--- src/rtl/sensor_pattern_gen.sv ---
// sensor_pattern_gen: drives the two photo-sensor beams (a, b) through one
// complete car passage (entry or exit) with a programmable dwell per phase.
// Optional build macro SENSOR_GEN_COUNT_EN adds a saturating occupancy counter
// that tracks completed entries minus completed exits.
module sensor_pattern_gen #(
  parameter int DWELL_W = 8,
  parameter int CNT_W   = 8
) (
  input  logic               clk,
  input  logic               reset_n,
  input  logic               start,
  input  logic               dir,
  input  logic [DWELL_W-1:0] dwell,
  input  logic               abort,
  output logic               a,
  output logic               b,
  output logic               busy,
  output logic               done
`ifdef SENSOR_GEN_COUNT_EN
  ,
  output logic [CNT_W-1:0]   occupancy
`endif
);

  typedef enum logic [2:0] {
    IDLE = 3'd0,
    P1   = 3'd1,
    P2   = 3'd2,
    P3   = 3'd3,
    GAP  = 3'd4
  } state_t;

  state_t             state, state_nx;
  logic [DWELL_W-1:0] cnt, cnt_nx;
  logic [DWELL_W-1:0] dwell_q;
  logic               dir_q, dir_nx;
  logic               accept;

  // Counter reload value: a dwell of zero still holds the phase for one cycle.
  function automatic logic [DWELL_W-1:0] load_val(input logic [DWELL_W-1:0] d);
    return (d == '0) ? '0 : d - DWELL_W'(1);
  endfunction

  // Beam pattern for a state; P1 and P3 swap with direction so that exactly
  // one beam toggles per phase step.
  function automatic logic [1:0] beams(input state_t s, input logic d);
    logic [1:0] ab;
    case (s)
      P1:      ab = d ? 2'b01 : 2'b10;
      P2:      ab = 2'b11;
      P3:      ab = d ? 2'b10 : 2'b01;
      default: ab = 2'b00;
    endcase
    return ab;
  endfunction

  // abort in IDLE masks a simultaneous start.
  assign accept = (state == IDLE) && start && !abort;

  // Next-state, dwell countdown and direction latch.
  always_comb begin
    state_nx = state;
    cnt_nx   = cnt;
    dir_nx   = dir_q;
    case (state)
      IDLE: begin
        if (accept) begin
          state_nx = P1;
          dir_nx   = dir;
          cnt_nx   = load_val(dwell);
        end
      end
      P1, P2, P3: begin
        if (abort) begin
          state_nx = IDLE;
          cnt_nx   = '0;
        end else if (cnt == '0) begin
          cnt_nx = load_val(dwell_q);
          case (state)
            P1:      state_nx = P2;
            P2:      state_nx = P3;
            default: begin
              state_nx = GAP;
              cnt_nx   = '0;
            end
          endcase
        end else begin
          cnt_nx = cnt - DWELL_W'(1);
        end
      end
      GAP:     state_nx = IDLE;
      default: state_nx = IDLE;
    endcase
  end

  // State register; outputs are decoded from the next state so they are
  // registered yet line up with the state they describe.
  always_ff @(posedge clk or negedge reset_n) begin
    if (!reset_n) begin
      state <= IDLE;
      cnt   <= '0;
      dir_q <= 1'b0;
      a     <= 1'b0;
      b     <= 1'b0;
      busy  <= 1'b0;
      done  <= 1'b0;
    end else begin
      state    <= state_nx;
      cnt      <= cnt_nx;
      dir_q    <= dir_nx;
      {a, b}   <= beams(state_nx, dir_nx);
      busy     <= (state_nx != IDLE);
      done     <= (state_nx == GAP);
    end
  end

  // Dwell is only consulted after it has been captured with an accepted start.
  always_ff @(posedge clk) begin
    if (accept) begin
      dwell_q <= dwell;
    end
  end

`ifdef SENSOR_GEN_COUNT_EN
  function automatic logic [CNT_W-1:0] sat_inc(input logic [CNT_W-1:0] v);
    return (v == '1) ? v : v + CNT_W'(1);
  endfunction

  function automatic logic [CNT_W-1:0] sat_dec(input logic [CNT_W-1:0] v);
    return (v == '0) ? v : v - CNT_W'(1);
  endfunction

  // Occupancy changes together with the done pulse; aborted runs never reach GAP.
  always_ff @(posedge clk or negedge reset_n) begin
    if (!reset_n) begin
      occupancy <= '0;
    end else if (state_nx == GAP) begin
      occupancy <= dir_q ? sat_dec(occupancy) : sat_inc(occupancy);
    end
  end
`else
  // CNT_W only sizes the occupancy counter, which this build leaves out.
  logic unused_cnt_w;
  assign unused_cnt_w = (CNT_W > 0);
`endif

endmodule

--- config.mk ---
export PLATFORM = sky130hd
export DESIGN_NAME = sensor_pattern_gen
export DESIGN_NICKNAME = d
export VERILOG_FILES = /design/src/rtl/sensor_pattern_gen.sv
export SDC_FILE = /design/constraint.sdc
export NUM_CORES = 1
export LEC_CHECK = 0
export BUFFER_PORTS_ARGS = -buffer_cell sky130_fd_sc_hd__buf_2
export CAP_MARGIN = 10
export CORE_MARGIN = 2
export CORE_UTILIZATION = 55
export CTS_CLUSTER_DIAMETER = 40
export DETAILED_ROUTE_END_ITERATION = 8
export HOLD_SLACK_MARGIN = 0.15
export PLACE_DENSITY = 0.79
export SYNTH_ARGS = -nofsm -noshare
export SYNTH_HDL_FRONTEND = slang
export SYNTH_SLANG_ARGS = --single-unit
--- constraint.sdc ---
create_clock -name clk -period 6.3 [get_ports clk]
set_clock_uncertainty 0.2 [all_clocks]
set_input_delay 0.945 -clock clk [delete_from_list [all_inputs] [get_ports clk]]
set_output_delay 0.945 -clock clk [all_outputs]
set_load 0.01 [all_outputs]
======== Word level (Yosys, flattened, before mapping) ========
Cells that the tools add are included.
operators by class
  add/subtract/negate cells ............... 3
  equality and inequality tests ........... 8
  muxes and demuxes ....................... 17
  reductions and logical operators ........ 12
operators with widths
  cell                                                  count
  two-way mux 8 bit                                     6
  logical NOT 8 bit                                     3
  subtractor 8 x 1 -> 8 bit (second input constant)     3
  one-hot mux 8 bit (2 select lines)                    1
  equality test 3 x 2 -> 1 bit (second input constant)  4
  one-hot mux 3 bit (2 select lines)                    2
  two-way mux 3 bit                                     3
  equality test 3 x 1 -> 1 bit (second input constant)  2
  one-hot mux 2 bit (3 select lines)                    1
  two-way mux 2 bit                                     2
  equality test 3 bit (second input constant)           1
  logical NOT 3 bit                                     1
  nonzero test 3 bit                                    1
  OR reduction 3 bit                                    1
  logical AND 1 bit                                     2
  two-way mux 1 bit                                     2
  != test 2 bit (second input constant)                 1
  AND reduction 2 bit                                   1
  nonzero test 2 bit                                    1
  OR reduction 2 bit                                    1
  logical NOT 1 bit                                     1
storage, ports and cells
  register bits after elaboration ......... 24
  input port bits ......................... 13
  output and inout port bits .............. 4
  logic and storage cells ................. 48

======== Logic depth before layout (Yosys ltp) ========
Gate-level depths: netlist of the first run.
  depth in word-level cells ............... 7
  depth in mapped cells ................... 8
  depth with buffers taken out ............ 7

======== Worst setup path before layout of the first run ========
No wires, ideal clock.
  path kind ............................... input to register
  start point ............................. input dwell[0]
  end point ............................... register cnt[0]
  setup time .............................. 0.126 ns
  arrival ................................. 2.172 ns
  data required time ...................... 5.974 ns
  setup slack ............................. 3.802 ns
  stages .................................. 6
  buffers on the path ..................... 0
  path through ............................ inv_1 -> ha_1 -> or3b_2 -> o22ai_4 -> nor3_1 -> a311o_1
between the ends
  longest elaborated chain between the ends .. 4
  elaborated cells on any way between the ends .. 5
  those cells by class .................... add/sub (1); mux (3); reduce/logical (1)
ends and longest elaborated chain
  what                                                            RTL line  RTL
  start: declaration                                              13        input logic [DWELL_W-1:0] dwell,
  subtractor 8 x 1 -> 8 bit or logical NOT 8 bit (tied branches)  41        return (d == '0) ? '0 : d - DWELL_W'(1);
  two-way mux 8 bit (*)                                           41
  two-way mux 8 bit (*)                                           67        if (accept) begin
  one-hot mux 8 bit (2 select lines) (*)                          65        case (state)
  end signal: assignment                                          109       cnt <= cnt_nx;
  end: declaration                                                34        logic [DWELL_W-1:0] cnt, cnt_nx;
Mark *: on every way between the ends. The rest lies on a longest branch, timed or not. The select of a mux whose other input is x is not followed.
A chain may end at the register's enable or synchronous reset.

======== Worst setup path in the final report of the first run ========
  start point ............................. input dwell[4]
  end point ............................... register cnt[7]
The elaborated chain is that of the path after synthesis.

==> results of run 1 <==
[cells by family (layout without fill, tap and decap cells)]
family / after synthesis / count (layout) / share of synthesized area (%)
AND/OR/NAND/NOR: 58 / 58 / 22.9
adder cells (fa/ha/maj): 4 / 4 / 3.15
flip-flops: 24 / 24 / 40.3
AO/OA/AOI/OAI: 52 / 52 / 21.7
multiplexers: 2 / 2 / 1.34
buffers and inverters: 15 / 29 / 4.49
XOR/XNOR: 11 / 11 / 6.06
[registers in the layout (all words and copies together), names as in the netlist]
signal	flops
cnt	8
dir_q	1
state	3
busy	1
dwell_q	8
done	1
b	1
a	1
[worst max-delay path by stage]
stage	depth (start not counted)	slack [ps]	endpoint	startpoint
after global routing	7	3780	cnt[0]	dwell[0]
after CTS	7	3860	cnt[0]	dwell[0]
after floorplan	6	3800	cnt[0]	dwell[0]
after detailed placement	7	3530	cnt[0]	dwell[0]
after global placement	6	3520	cnt[7]	dwell[4]
final	6	3850	cnt[7]	dwell[4]
[layer usage]
layer | wire (µm) | global-route usage, % | share of wire (%) | vias up
li1 | - | - | - | 654
met1 | 1460 | 30.8 | 41 | 642
met2 | 1660 | 37.8 | 47 | 63
met3 | 285 | 3.57 | 8.1 | 14
met4 | 129 | 9.97 | 3.7 | 0
met5 | 0 | 0 | 0 | -
[per-stage QoR]
step                instance area [µm²]  instances  total power [µW]  hold slack, ps
floorplan                          1590        166               291             310
global placement                   1670        207               320             365
detailed placement                 1670        207               323             382
CTS                                1700        211               391             323
global route                       1700        211               416             332
finish                             1700        211               395             305
[worst max-delay path: stages]
cell and delay, ps:
sky130_fd_sc_hd__buf_2 130, sky130_fd_sc_hd__or4_4 580, sky130_fd_sc_hd__nor4_2 190, sky130_fd_sc_hd__mux2i_1 290
sky130_fd_sc_hd__nor2_1 70, sky130_fd_sc_hd__a221o_1 270
[power groups by stage]
stage               logic, µW  registers [µW]  clock network [µW]
finish                    115             209                71.6
global route              129             212                75.2
CTS                       112             208                70.2
detailed placement        111             211                   0
global placement          109             210                   0
floorplan                85.1             205                   0
[layout by cell type, fill, tap and decap left out, drive strengths merged, types with 4 or more instances in the layout]
cell,Yosys,routed
edfxtp,8,8
nand2,9,9
nor2,15,15
a21oi,11,11
dfrtp,16,16
o21ai,18,18
o31ai,4,4
nor4,6,6
nor3,8,8
xnor2,9,9
buf,6,16
ha,4,4
inv,8,8
nor3b,4,4
[layout make-up]
cell class                 instances  area, µm²  share of cell area, %
clock buffer                       3       22.5                   1.33
clock inverter                     1       3.75                  0.221
inverter                           9       35.0                   2.06
multi-input combinational        127        877                   51.7
sequential                        24        641                   37.7
tap                               31       38.8                   2.28
timing repair buffer              16       80.1                   4.72
==> results.yml, run 1 <==
layout:
  antenna_cells: 0
  proportion_of_layout_cells_with_a_drive_suffix_above_1_pct: 18.3
  area_growth_syn_to_layout_pct: 6.85
  final_util_pct: 61.6
  fillCellCount: 239
  layout.nets: 198
yosys:
  yosysTopAreaCellShare_pct: 25.2
  syn-cell-area_um2: 1590
  synth.cells.most_frequent: "sky130_fd_sc_hd__dfrtp_1, sky130_fd_sc_hd__nor2_1, sky130_fd_sc_hd__a21oi_1"
  unique_masters_post_synth: 52
  synth_seq_cells: 24
  biggest_area_contributors_in_the_synthesized_netlist: "sky130_fd_sc_hd__dfrtp_1, sky130_fd_sc_hd__edfxtp_1, sky130_fd_sc_hd__xnor2_1, sky130_fd_sc_hd__a21oi_1, sky130_fd_sc_hd__nor2_1"
  ys.flop_type: "sky130_fd_sc_hd__dfrtp_1"
  syn-instance-count: 166
  postSynth.asyncResetShare_pct: 66.7
  yosys_warnings: 0
  total_nets_after_synthesis: 183
  synth.yosys.seq_area_share_pct: 40.3
  synth.avg_cell_area_um2: 9.57
  synth-edff-count: 8
  biggest_area_consumer_among_synthesized_cells: "sky130_fd_sc_hd__dfrtp_1"
  synth_most_common_cell: "sky130_fd_sc_hd__dfrtp_1"
cts:
  root_buffer: "sky130_fd_sc_hd__clkbuf_4"
  number_of_sinks_on_the_clock_net: 24
  cts-buffers-inserted: 3
  postCtsHoldBufs: 0
  cts_setup_buffers: 0
  post_cts.resized_instances: 0
  clock_path_buffers: 2
  clock_tree_from_tritoncts: "built"
  clock_tree.htree_level_count: 1
  insertion_delay_ps: 320
  worst_setup_hold_path_clk_slew_ps: 130
power_and_ir_drop:
  cell_internal_pwr_uw: 254
  total_switching_power_uw: 140
  share_comb_of_total_power_pct: 29.0
  leakage_uw: 0.000662
  p_seq_share_pct: 52.8
  clock_power_share_pct: 18.1
  power_density_nw_per_um2: 233
  vdd.ir_drop.worst_v: 0.000172
  power_switching_share_pct: 35.5
job:
  cap_viol_max_count: 0
placement:
  number_of_buffers_added_on_ports: 16
  routabilityCongestion: 0.892
  dp_worst_setup_slack_ps: 3530
  dpl.hpwl_um: 2640
floorplanning:
  design.portCount: 17
  fp.dieH_um: 57.8
  floorplan.die_area_um2: 3340
  core-area_um2: 2760
  die_w_um: 57.8
  rows: 19
  starting_density_of_the_core_pct: 57.6
sta:
  final_hold_viol_count: 0
  slew_viol_final: 0
  final-setup-viol-count: 0
  slew_headroom_pct: 28.0
  timing.final.crit_share_pct: 38.8
  setup-tns-final_ps: 0
  slew_of_the_pin_with_the_lowest_slew_margin_ps: 1070
  finalWorstPathRequiredPeriod_ps: 2450
  rsz0062_at_grt: "false"
  timing.final.ws_setup_ps: 3850
  achievable-frequency_mhz: 409
worst_setup_path:
  data_arrival_time_of_the_critical_path_ps: 2470
  critPathCaptureType: "flop"
  ff2ff_setup_slack_ps: 3950
  critical_path.reg2reg.endpoint: "cnt[5]"
  maximum_fanout_encountered_on_the_critical_timing_path: 5
  worstRegToRegCells: 4
  start_kind: "input pin"
  timing.rr.start: "state[0]"
  criticalPathCategory: "in2reg"
  worstPathRequired_ps: 6320
grt:
  grt_use_total_pct: 23.2
  antenna_violations_before_repair: 0
  via_count_of_the_first_global_routing_pass: 1264
  wire_length_of_the_first_global_routing_pass_um: 6030
  largest_net_degree_at_the_start_of_global_routing: 17
  globalRouteOverflowTotal: 0
run_status:
  outcome: "finished clean"
detailed_routing:
  wl_um: 3530
  avgRoutedWirePerCell_um: 16.7
  post_drt_via_cell_ratio: 6.51
  detailedRoute.firstIterationViolations: 77
  drc_violations_left: 0
  number_of_nets_still_failing_antenna_checks_after_routing: 0
  detailroute.via_count: 1373
  drt_pass1_iterations: 4
min_path:
  hp-class: "in2async"
Power figures use the tool's default switching activity.
==> run 2: changes to the inputs <==
Clock period 6.3 ns to 2.5 ns, I/O delays scaled along.
==> results.yml, run 2 (synthesis gave the netlist of run 1 again) <==
detailed_routing:
  post_drt_via_cell_ratio: 6.23
  detailedRoute.firstIterationViolations: 69
  number_of_nets_still_failing_antenna_checks_after_routing: 0
  drc_violations_left: 0
  detailroute.via_count: 1401
  avgRoutedWirePerCell_um: 16.2
  drt_pass1_iterations: 4
  wl_um: 3650
worst_setup_path:
  critical_path.reg2reg.endpoint: "cnt[0]"
  criticalPathCategory: "in2reg"
  cp_max_stage_delay_ps: 590
  data_arrival_time_of_the_critical_path_ps: 2480
  critical_path.slowest_cell: "sky130_fd_sc_hd__or4_4"
  start_kind: "input pin"
  critPathCaptureType: "flop"
  worstSetupStartpoint: "dwell[4]"
  crit_chain: "dlygate4sd3_1, buf_2, or4_4, nor4_4, mux2i_2, nor2_1, a221o_1"
  worstPathRequired_ps: 2530
  timing.critical_path.depth: 7
  worst_setup_path_endpoint: "cnt[7]"
  path_delay_family: "simple AND/OR/NAND/NOR gates"
  worstRegToRegCells: 4
  timing.rr.start: "state[0]"
  ff2ff_setup_slack_ps: 260
  critical_path_buf_inv_count: 2
  maximum_fanout_encountered_on_the_critical_timing_path: 5
power_and_ir_drop:
  clock_power_share_pct: 25.4
  share_comb_of_total_power_pct: 27.9
  p_seq_share_pct: 46.7
  leakage_uw: 0.000740
  cell_internal_pwr_uw: 763
  power_switching_share_pct: 32.3
  vdd.ir_drop.worst_v: 0.000496
  power_density_nw_per_um2: 599
  post-layout-total-power_uw: 1130
  total_switching_power_uw: 364
floorplanning:
  fp.dieH_um: 57.8
  starting_density_of_the_core_pct: 57.6
  core-area_um2: 2760
  design.portCount: 17
  floorplan.die_area_um2: 3340
  rows: 19
  die_w_um: 57.8
run_status:
  outcome: "finished clean"
layout:
  area_growth_syn_to_layout_pct: 18.4
  multi_input_comb_area_um2: 902
  layout_top_registers: "cnt (8), dwell_q (8), state (3)"
  antenna_cells: 0
  fillCellCount: 218
  layout.area.seq_um2: 641
  layout_cells_excl_fill: 225
  layout_common_cells: "sky130_fd_sc_hd__dfrtp_1, sky130_fd_sc_hd__buf_2, sky130_fd_sc_hd__nor2_1"
  proportion_of_layout_cells_with_a_drive_suffix_above_1_pct: 20.1
  final_util_pct: 68.2
  layout.nets: 212
cts:
  root_buffer: "sky130_fd_sc_hd__clkbuf_4"
  cts_setup_buffers: 0
  insertion_delay_ps: 330
  clock_path_buffers: 2
  worst_setup_hold_path_clk_slew_ps: 140
  cts-buffers-inserted: 3
  clock_tree.htree_level_count: 1
  clock_tree_from_tritoncts: "built"
  number_of_sinks_on_the_clock_net: 24
grt:
  largest_net_degree_at_the_start_of_global_routing: 17
  wire_length_of_the_first_global_routing_pass_um: 5920
  grt_use_total_pct: 23.2
  antenna_violations_before_repair: 0
  via_count_of_the_first_global_routing_pass: 1307
  globalRouteOverflowTotal: 0
sta:
  slew_of_the_pin_with_the_lowest_slew_margin_ps: 1030
  final-setup-viol-count: 0
  finalWorstPathRequiredPeriod_ps: 2440
  timing.final.crit_share_pct: 97.7
  slew_headroom_pct: 30.7
  slew_viol_final: 0
  final_hold_viol_count: 0
  achievable-frequency_mhz: 409
job:
  cap_viol_max_count: 0
placement:
  placedCellCount: 210
  routabilityCongestion: 0.881
  dpl.hpwl_um: 2670
  number_of_buffers_added_on_ports: 16
min_path:
  hp-class: "in2async"
-- run 2: cell types whose count changed in the layout (fill, tap and decap cells not counted) --
cell                            previous run  this run
sky130_fd_sc_hd__mux2i_1                   1         0
sky130_fd_sc_hd__dlygate4sd3_1             0        11
sky130_fd_sc_hd__clkinv_1                  1         0
sky130_fd_sc_hd__bufinv_16                 0         1
sky130_fd_sc_hd__nor4_2                    2         1
sky130_fd_sc_hd__ha_1                      4         3
sky130_fd_sc_hd__ha_4                      0         1
sky130_fd_sc_hd__mux2i_2                   0         1
sky130_fd_sc_hd__nor4_4                    1         2
sky130_fd_sc_hd__buf_4                     0         3
-- run 2: metrics by stage --
| stage | setup TNS (ps) | hold WS, ps | area, µm² | setup WS [ps] |
|---|---|---|---|---|
| 6_report | 0 | 258 | 1880 | 57.5 |
| 5_1_grt | -6.40 | 288 | 1880 | -6.40 |
| 4_1_cts | 0 | 289 | 1860 | 59.4 |
| 3_5_place_dp | 0 | 106 | 1690 | 270 |
| 3_3_place_gp | 0 | 103 | 1690 | 309 |
| 2_1_floorplan | 0 | -121 | 1590 | 532 |
-- run 2: worst min-delay path by stage --
stage	startpoint	end	depth (start not counted)
6_report	reset_n	state[1]	2
3_3_place_gp	reset_n	cnt[4]	1
4_1_cts	reset_n	state[1]	2
5_1_grt	reset_n	state[1]	2
2_1_floorplan	reset_n	a	0
3_5_place_dp	reset_n	cnt[4]	1
-- run 2: cell type report --
type	count	share of cell area, %
clock inverters	1	1.60
repair buffers	30	11.3
clock buffers	3	1.20
flip-flops and latches	24	34.0
inverters	9	1.86
multi-input cells	127	47.9
well taps	31	2.06
-- run 2: layer usage --
metal	GRT usage, %	share of wire, %	up-vias
li1	-	-	681
met1	29.7	42	656
met2	39.9	50	55
met3	2.90	6.1	9
met4	9.30	2.0	0
met5	0	0	-
-- run 2: timing repair --
item,4_1_cts,5_1_grt
gates resized for setup,0,4
hold buffers,11,0
setup endpoints to repair,0,3
hold endpoints to repair,27,0
-- run 2: power groups by stage --
stage	sequential, µW	combinational [µW]	clock (µW)
6_report	526	315	286
5_1_grt	534	348	300
4_1_cts	525	307	281
3_5_place_dp	534	292	0
3_3_place_gp	531	284	0
2_1_floorplan	518	215	0
